`src/rtl/unidade_funcional_r_pipe.sv`:
```
// Pipelined R-type functional unit. Accepts one tagged op per clock and runs it
// through a fixed-latency pipeline. Results queue in a small FIFO that drains
// onto the CDB under an arbiter grant.
// Handshake:
//   - Issue is accepted on a rising edge when Ready_to_uf=1 and Busy=0.
//   - A CDB transfer happens on a rising edge when Write_Enable_CDB=1 and
//     CDB_grant=1.
//   - Busy is derived from registered state only.
//   - Busy is credit-based (credits = ops in flight + buffered), so the FIFO
//     can never overflow.
module unidade_funcional_r_pipe #(
  parameter int WIDTH     = 16,
  parameter int TAG_W     = 3,
  parameter int LATENCY   = 2,
  parameter int OUT_DEPTH = 2
) (
  input  logic             Clock,
  input  logic             Reset,
  input  logic [WIDTH-1:0] A,
  input  logic [WIDTH-1:0] B,
  input  logic [2:0]       Ufop,
  input  logic [TAG_W-1:0] Tag_in,
  input  logic             Ready_to_uf,
  output logic             Busy,
  output logic [WIDTH-1:0] Q,
  output logic [TAG_W-1:0] Q_tag,
  output logic             Write_Enable_CDB,
  input  logic             CDB_grant
);
  localparam int CW = $clog2(OUT_DEPTH + 1);
  localparam int PW = (OUT_DEPTH > 1) ? $clog2(OUT_DEPTH) : 1;
  localparam logic [WIDTH-1:0] FOUR = WIDTH'(4);

  logic             issue;
  logic [WIDTH-1:0] alu_res;
  logic             exit_v;
  logic             exit_nop;
  logic [WIDTH-1:0] exit_res;
  logic [TAG_W-1:0] exit_tag;
  logic             buf_wr;
  logic             nop_exit;
  logic             pop;

  assign issue = Ready_to_uf && !Busy;

  // Result of the op being issued; it then travels down the pipe with its tag
  always_comb begin
    alu_res = '0;
    case (Ufop)
      3'b001: alu_res = A + B;
      3'b010: alu_res = {{(WIDTH-1){1'b0}}, (A < B)};
      3'b011: alu_res = {{(WIDTH-1){1'b0}}, (A == B)};
      3'b100: alu_res = B + FOUR;
      3'b101: alu_res = B - FOUR;
      3'b110: alu_res = A - B;
      3'b111: alu_res = {{(WIDTH-1){1'b0}}, ($signed(A) < $signed(B))};
      default: alu_res = '0;
    endcase
  end

  generate
    if (LATENCY == 1) begin : g_direct
      // Single-cycle unit: the FIFO itself is the only register on the path
      always_comb begin
        exit_v   = issue;
        exit_nop = (Ufop == 3'b000);
        exit_res = alu_res;
        exit_tag = Tag_in;
      end
    end else begin : g_pipe
      localparam int NS = LATENCY - 1;
      logic [NS-1:0]            pv_q, pv_d;
      logic [NS-1:0]            pn_q, pn_d;
      logic [NS-1:0][WIDTH-1:0] pr_q, pr_d;
      logic [NS-1:0][TAG_W-1:0] pt_q, pt_d;

      // Shift the never-stalling pipeline by one stage every cycle
      always_comb begin
        pv_d[0] = issue;
        pn_d[0] = (Ufop == 3'b000);
        pr_d[0] = alu_res;
        pt_d[0] = Tag_in;
        for (int i = 1; i < NS; i++) begin
          pv_d[i] = pv_q[i-1];
          pn_d[i] = pn_q[i-1];
          pr_d[i] = pr_q[i-1];
          pt_d[i] = pt_q[i-1];
        end
      end

      // Pipeline registers; reset drops every in-flight op
      always_ff @(posedge Clock) begin
        if (Reset) begin
          pv_q <= '0;
          pn_q <= '0;
          pr_q <= '0;
          pt_q <= '0;
        end else begin
          pv_q <= pv_d;
          pn_q <= pn_d;
          pr_q <= pr_d;
          pt_q <= pt_d;
        end
      end

      always_comb begin
        exit_v   = pv_q[NS-1];
        exit_nop = pn_q[NS-1];
        exit_res = pr_q[NS-1];
        exit_tag = pt_q[NS-1];
      end
    end
  endgenerate

  assign buf_wr   = exit_v && !exit_nop;
  assign nop_exit = exit_v && exit_nop;

  logic [OUT_DEPTH-1:0][WIDTH-1:0] buf_res_q, buf_res_d;
  logic [OUT_DEPTH-1:0][TAG_W-1:0] buf_tag_q, buf_tag_d;
  logic [PW-1:0]    wr_ptr_q, wr_ptr_d;
  logic [PW-1:0]    rd_ptr_q, rd_ptr_d;
  logic [CW-1:0]    occ_q, occ_d;
  logic [CW-1:0]    credit_q, credit_d;
  logic [WIDTH-1:0] last_res_q, last_res_d;
  logic [TAG_W-1:0] last_tag_q, last_tag_d;

  function automatic logic [PW-1:0] ptr_inc(input logic [PW-1:0] p);
    if (p == PW'(OUT_DEPTH - 1)) return '0;
    return p + PW'(1);
  endfunction

  assign Write_Enable_CDB = (occ_q != '0);
  assign pop              = Write_Enable_CDB && CDB_grant;
  assign Busy             = (credit_q == CW'(OUT_DEPTH));
  // An empty buffer keeps showing the last result that left it
  assign Q     = Write_Enable_CDB ? buf_res_q[rd_ptr_q] : last_res_q;
  assign Q_tag = Write_Enable_CDB ? buf_tag_q[rd_ptr_q] : last_tag_q;

  // FIFO push/pop and credit accounting; push and pop together are legal at any occupancy
  always_comb begin
    buf_res_d  = buf_res_q;
    buf_tag_d  = buf_tag_q;
    wr_ptr_d   = wr_ptr_q;
    rd_ptr_d   = rd_ptr_q;
    last_res_d = last_res_q;
    last_tag_d = last_tag_q;
    if (buf_wr) begin
      buf_res_d[wr_ptr_q] = exit_res;
      buf_tag_d[wr_ptr_q] = exit_tag;
      wr_ptr_d            = ptr_inc(wr_ptr_q);
    end
    if (pop) begin
      rd_ptr_d   = ptr_inc(rd_ptr_q);
      last_res_d = buf_res_q[rd_ptr_q];
      last_tag_d = buf_tag_q[rd_ptr_q];
    end
    occ_d    = occ_q + CW'(buf_wr) - CW'(pop);
    credit_d = credit_q + CW'(issue) - CW'(pop) - CW'(nop_exit);
  end

  // Buffer and credit registers; reset empties everything
  always_ff @(posedge Clock) begin
    if (Reset) begin
      buf_res_q  <= '0;
      buf_tag_q  <= '0;
      wr_ptr_q   <= '0;
      rd_ptr_q   <= '0;
      occ_q      <= '0;
      credit_q   <= '0;
      last_res_q <= '0;
      last_tag_q <= '0;
    end else begin
      buf_res_q  <= buf_res_d;
      buf_tag_q  <= buf_tag_d;
      wr_ptr_q   <= wr_ptr_d;
      rd_ptr_q   <= rd_ptr_d;
      occ_q      <= occ_d;
      credit_q   <= credit_d;
      last_res_q <= last_res_d;
      last_tag_q <= last_tag_d;
    end
  end

endmodule

```
`config.mk`:
```
export PLATFORM = sky130hd
export DESIGN_NAME = unidade_funcional_r_pipe
export DESIGN_NICKNAME = d
export VERILOG_FILES = /design/src/rtl/unidade_funcional_r_pipe.sv
export SDC_FILE = /design/constraint.sdc
export NUM_CORES = 1
export LEC_CHECK = 0
export CAP_MARGIN = 10
export CORE_MARGIN = 2
export CORE_UTILIZATION = 42
export CTS_BUF_LIST = sky130_fd_sc_hd__clkbuf_4
export DETAILED_ROUTE_END_ITERATION = 7
export SYNTH_ARGS = -nofsm -noshare
export SYNTH_HDL_FRONTEND = slang
export SYNTH_SLANG_ARGS = --single-unit
```
`constraint.sdc`:
```
create_clock -name Clock -period 2.9 [get_ports Clock]
set_input_delay 0.58 -clock Clock [delete_from_list [all_inputs] [get_ports Clock]]
set_output_delay 0.58 -clock Clock [all_outputs]
set_load 0.01 [all_outputs]
```
==> impl_metrics.ini <==
[timing]
finalCritPeriodShare_pct = 96.6
clock_skew_ps = 12.8
fmax_mhz = 357
timing_hold_violations_final = 0
fin_crit_ps = 2800
worstMarginPinSlew_ps = 822
setup_viol = 0
maxSlewViolCount = 0
setup_tns_ps = 0
timing.slew.headroom_pct = 45.2
rsz0062_at_grt = true
worst_slack_ps = 99.8

[power]
pwr-share-comb_pct = 48.0
p_sw_w = 0.00130
p_int_w = 0.00235
swShare_pct = 35.6
clkPwrFrac_pct = 14.2
power.density_nw_per_um2 = 518
leakagePower_nw = 2.83
ir_drop_mv = 0.273
pwr-share-seq_pct = 37.8

[route]
dr.pass1.iters = 6
drt_drc_violations_left = 0
vias = 5426
drtAntennaViolNets = 0
wl_mm = 14.9
vias_per_cell = 5.29
avgRoutedWirePerCell_um = 14.6
drt_iter0_markers = 366

[grt]
grt.met3_usage_pct = 2.61
grt_usage_pct = 20.8
antenna_found_initial = 1
grt_pass1_wl_mm = 24.1
grt_pass1_vias = 5124
grt_overflow = 0
use_met2_pct = 36.3
grt_max_degree = 68
grtUsageMet1_pct = 26.4
busiest_layer = met2

[setup_path]
cp_cell_sequence = clkdlybuf4s50_1, nor2b_4, nand2_2, inv_2, buf_4, ha_1, a21o_1, or4b_4, a32oi_2, xnor2_2, o21ai_1, nor3_2, o22ai_2
end_kind = flip-flop
max_stage_delay_ps = 540
crit_type = in2reg
rr_startpoint = occ_q[1]
crit_slowest_cell = or4b_4
worst-endpoint-required_ps = 3190
critical-path-top-delay-family = simple AND/OR/NAND/NOR gates
cp_max_fo = 2
crit_arrival_ps = 3090
start_kind = input port
crit_path_start = Ufop[2]
worst-path-buf-inv = 3

[worst_hold_path]
worstHoldPathType = in2reg
hp-start = Reset

[yosys]
synth_common_cells = nand2_1, dfxtp_1, a21oi_1
ys_top_cells_by_area = dfxtp_1, ha_1, a21oi_1
synth-main-ff-cell = dfxtp_1
netlist.area_leader.share_pct = 30.5
syn_area_um2 = 5510
yosysMostFrequentCell = nand2_1
synthCells = 722
syn-num-nets = 805
async_flop_share_pct = 0
synth_area_per_cell_um2 = 7.63
synth_edf_count = 0
ys_warn_count = 0
ys_ff_latch = 84
netlist.top_cell.by_area = dfxtp_1
synthDistinctLibCells = 61
ys_seq_area_share_pct = 30.5

[place]
io_buffers = 62
place_hpwl_mm = 11.8
place_ws_ps = -405
gp_congestion = 0.973

[clock_tree]
holdBufCountCts = 0
cts_max_level = 3
cts_inserted_buffers = 9
clock_latency_ps = 410
clk_path_buf_depth = 2
cts.clk_slew.worst_paths_ps = 110
cts_tree = built
cts_sinks = 84
cts_root_buffer = clkbuf_4

[job]
maxCapViolCount = 0

[layout]
area_delta_synth_final_pct = 28.0
fin_nets = 932
drive_gt1_share_pct = 15.1

[floorplanning]
initial_core_util_pct = 43.3
rows = 41
die_w_um = 119
chipHeight_um = 119
core_um2 = 12700
pin_count = 63
die_area_um2 = 14000

[status]
status = completed
## cell usage in the layout (no fill, tap or decap), types with 6 or more instances in the layout
cell             instances
a31oi_1                  9
o31ai_1                  6
nand3_1                 11
a21oi_1                 81
nand4_1                  8
ha_1                    38
nand2b_1                13
nor2_1                  80
clkdlybuf4s50_1         60
a211oi_1                21
o22ai_1                  7
nor3_1                  11
buf_4                   99
nand2_1                 96
inv_1                   35
nor2b_1                 16
o221ai_1                 7
xnor2_1                 16
mux2i_1                 21
dfxtp_1                 84
a221o_1                  6
a21o_1                   8
a22oi_1                  8
o21ai_0                 14
clkbuf_4                10
## worst reg2reg max path, stage by stage, from the launching register on
cell and delay [ps]:
dfxtp_1 350, or2_2 540, nand2_1 250, fa_1 520
ha_1 200, xnor2_1 210, xnor2_1 140, nor2_1 50
## state kept, by name, summed over array words and instances, names as in the netlist
signal / count
exit_res: 16
credit_q: 2
wr_ptr_q: 1
exit_tag: 3
last_res_q: 16
buf_tag_q: 6
occ_q: 2
last_tag_q: 3
exit_v: 1
rd_ptr_q: 1
exit_nop: 1
buf_res_q: 32
## final timing paths
kind,end,slack (ps),cells after the start
setup / recovery,exit_res[13],100,13
hold / removal,buf_res_q[6],380,2
setup reg to reg,credit_q[1],510,7
hold reg to reg,buf_res_q[24],440,2
## metal layers
layer,up-vias,routed length (µm)
met5,-,0
met4,0,300
met3,21,672
met2,135,7170
met1,2467,6780
li1,2803,-
## what timing repair did
item,CTS,global route
resized for setup,0,10
endpoints found under the setup margin,0,5
setup buffers,0,1
## kinds of logic (layout without fill, tap and decap cells)
| logic type | count (synthesis) | after routing | synth area share (%) |
|---|---|---|---|
| other | 0 | 1 | 0 |
| adder cells (fa/ha/maj) | 41 | 41 | 9.72 |
| buffers and inverters | 81 | 211 | 5.52 |
| multiplexers | 21 | 21 | 3.82 |
| XOR/XNOR | 22 | 22 | 3.50 |
| AO/OA/AOI/OAI | 207 | 207 | 24.8 |
| AND/OR/NAND/NOR | 266 | 266 | 22.2 |
| flip-flops | 84 | 84 | 30.5 |
## through the flow
step | power [W] | instances | util, % | instance area (µm²) | hold WS [ps]
6_report | 0.00365 | 1025 | 55.4 | 7050 | 377
5_1_grt | 0.00391 | 1025 | 55.4 | 7050 | 378
4_1_cts | 0.00368 | 1023 | 55.0 | 7000 | 335
3_5_place_dp | 0.00316 | 1009 | 54.3 | 6910 | 440
3_3_place_gp | 0.00313 | 1009 | 54.3 | 6910 | 438
2_1_floorplan | 0.00241 | 722 | - | 5510 | 432
## power by group through the flow
| stage | Sequential [W] | Clock, W | Combinational [W] |
|---|---|---|---|
| 2_1_floorplan | 0.00139 | 0 | 0.00102 |
| 3_3_place_gp | 0.00140 | 0 | 0.00173 |
| 3_5_place_dp | 0.00141 | 0 | 0.00176 |
| 4_1_cts | 0.00138 | 0.000539 | 0.00176 |
| 5_1_grt | 0.00140 | 0.000585 | 0.00192 |
| 6_report | 0.00138 | 0.000518 | 0.00175 |
## layout make-up
class,count,area [µm²]
tap,172,215
fill,1281,5670
multi-input combinational,557,3560
clock buffer,10,75.1
timing repair buffer,161,1360
sequential,84,1680
clock inverter,4,18.8
inverter,36,135
antenna,1,2.50
Power figures use the tool's default switching activity.
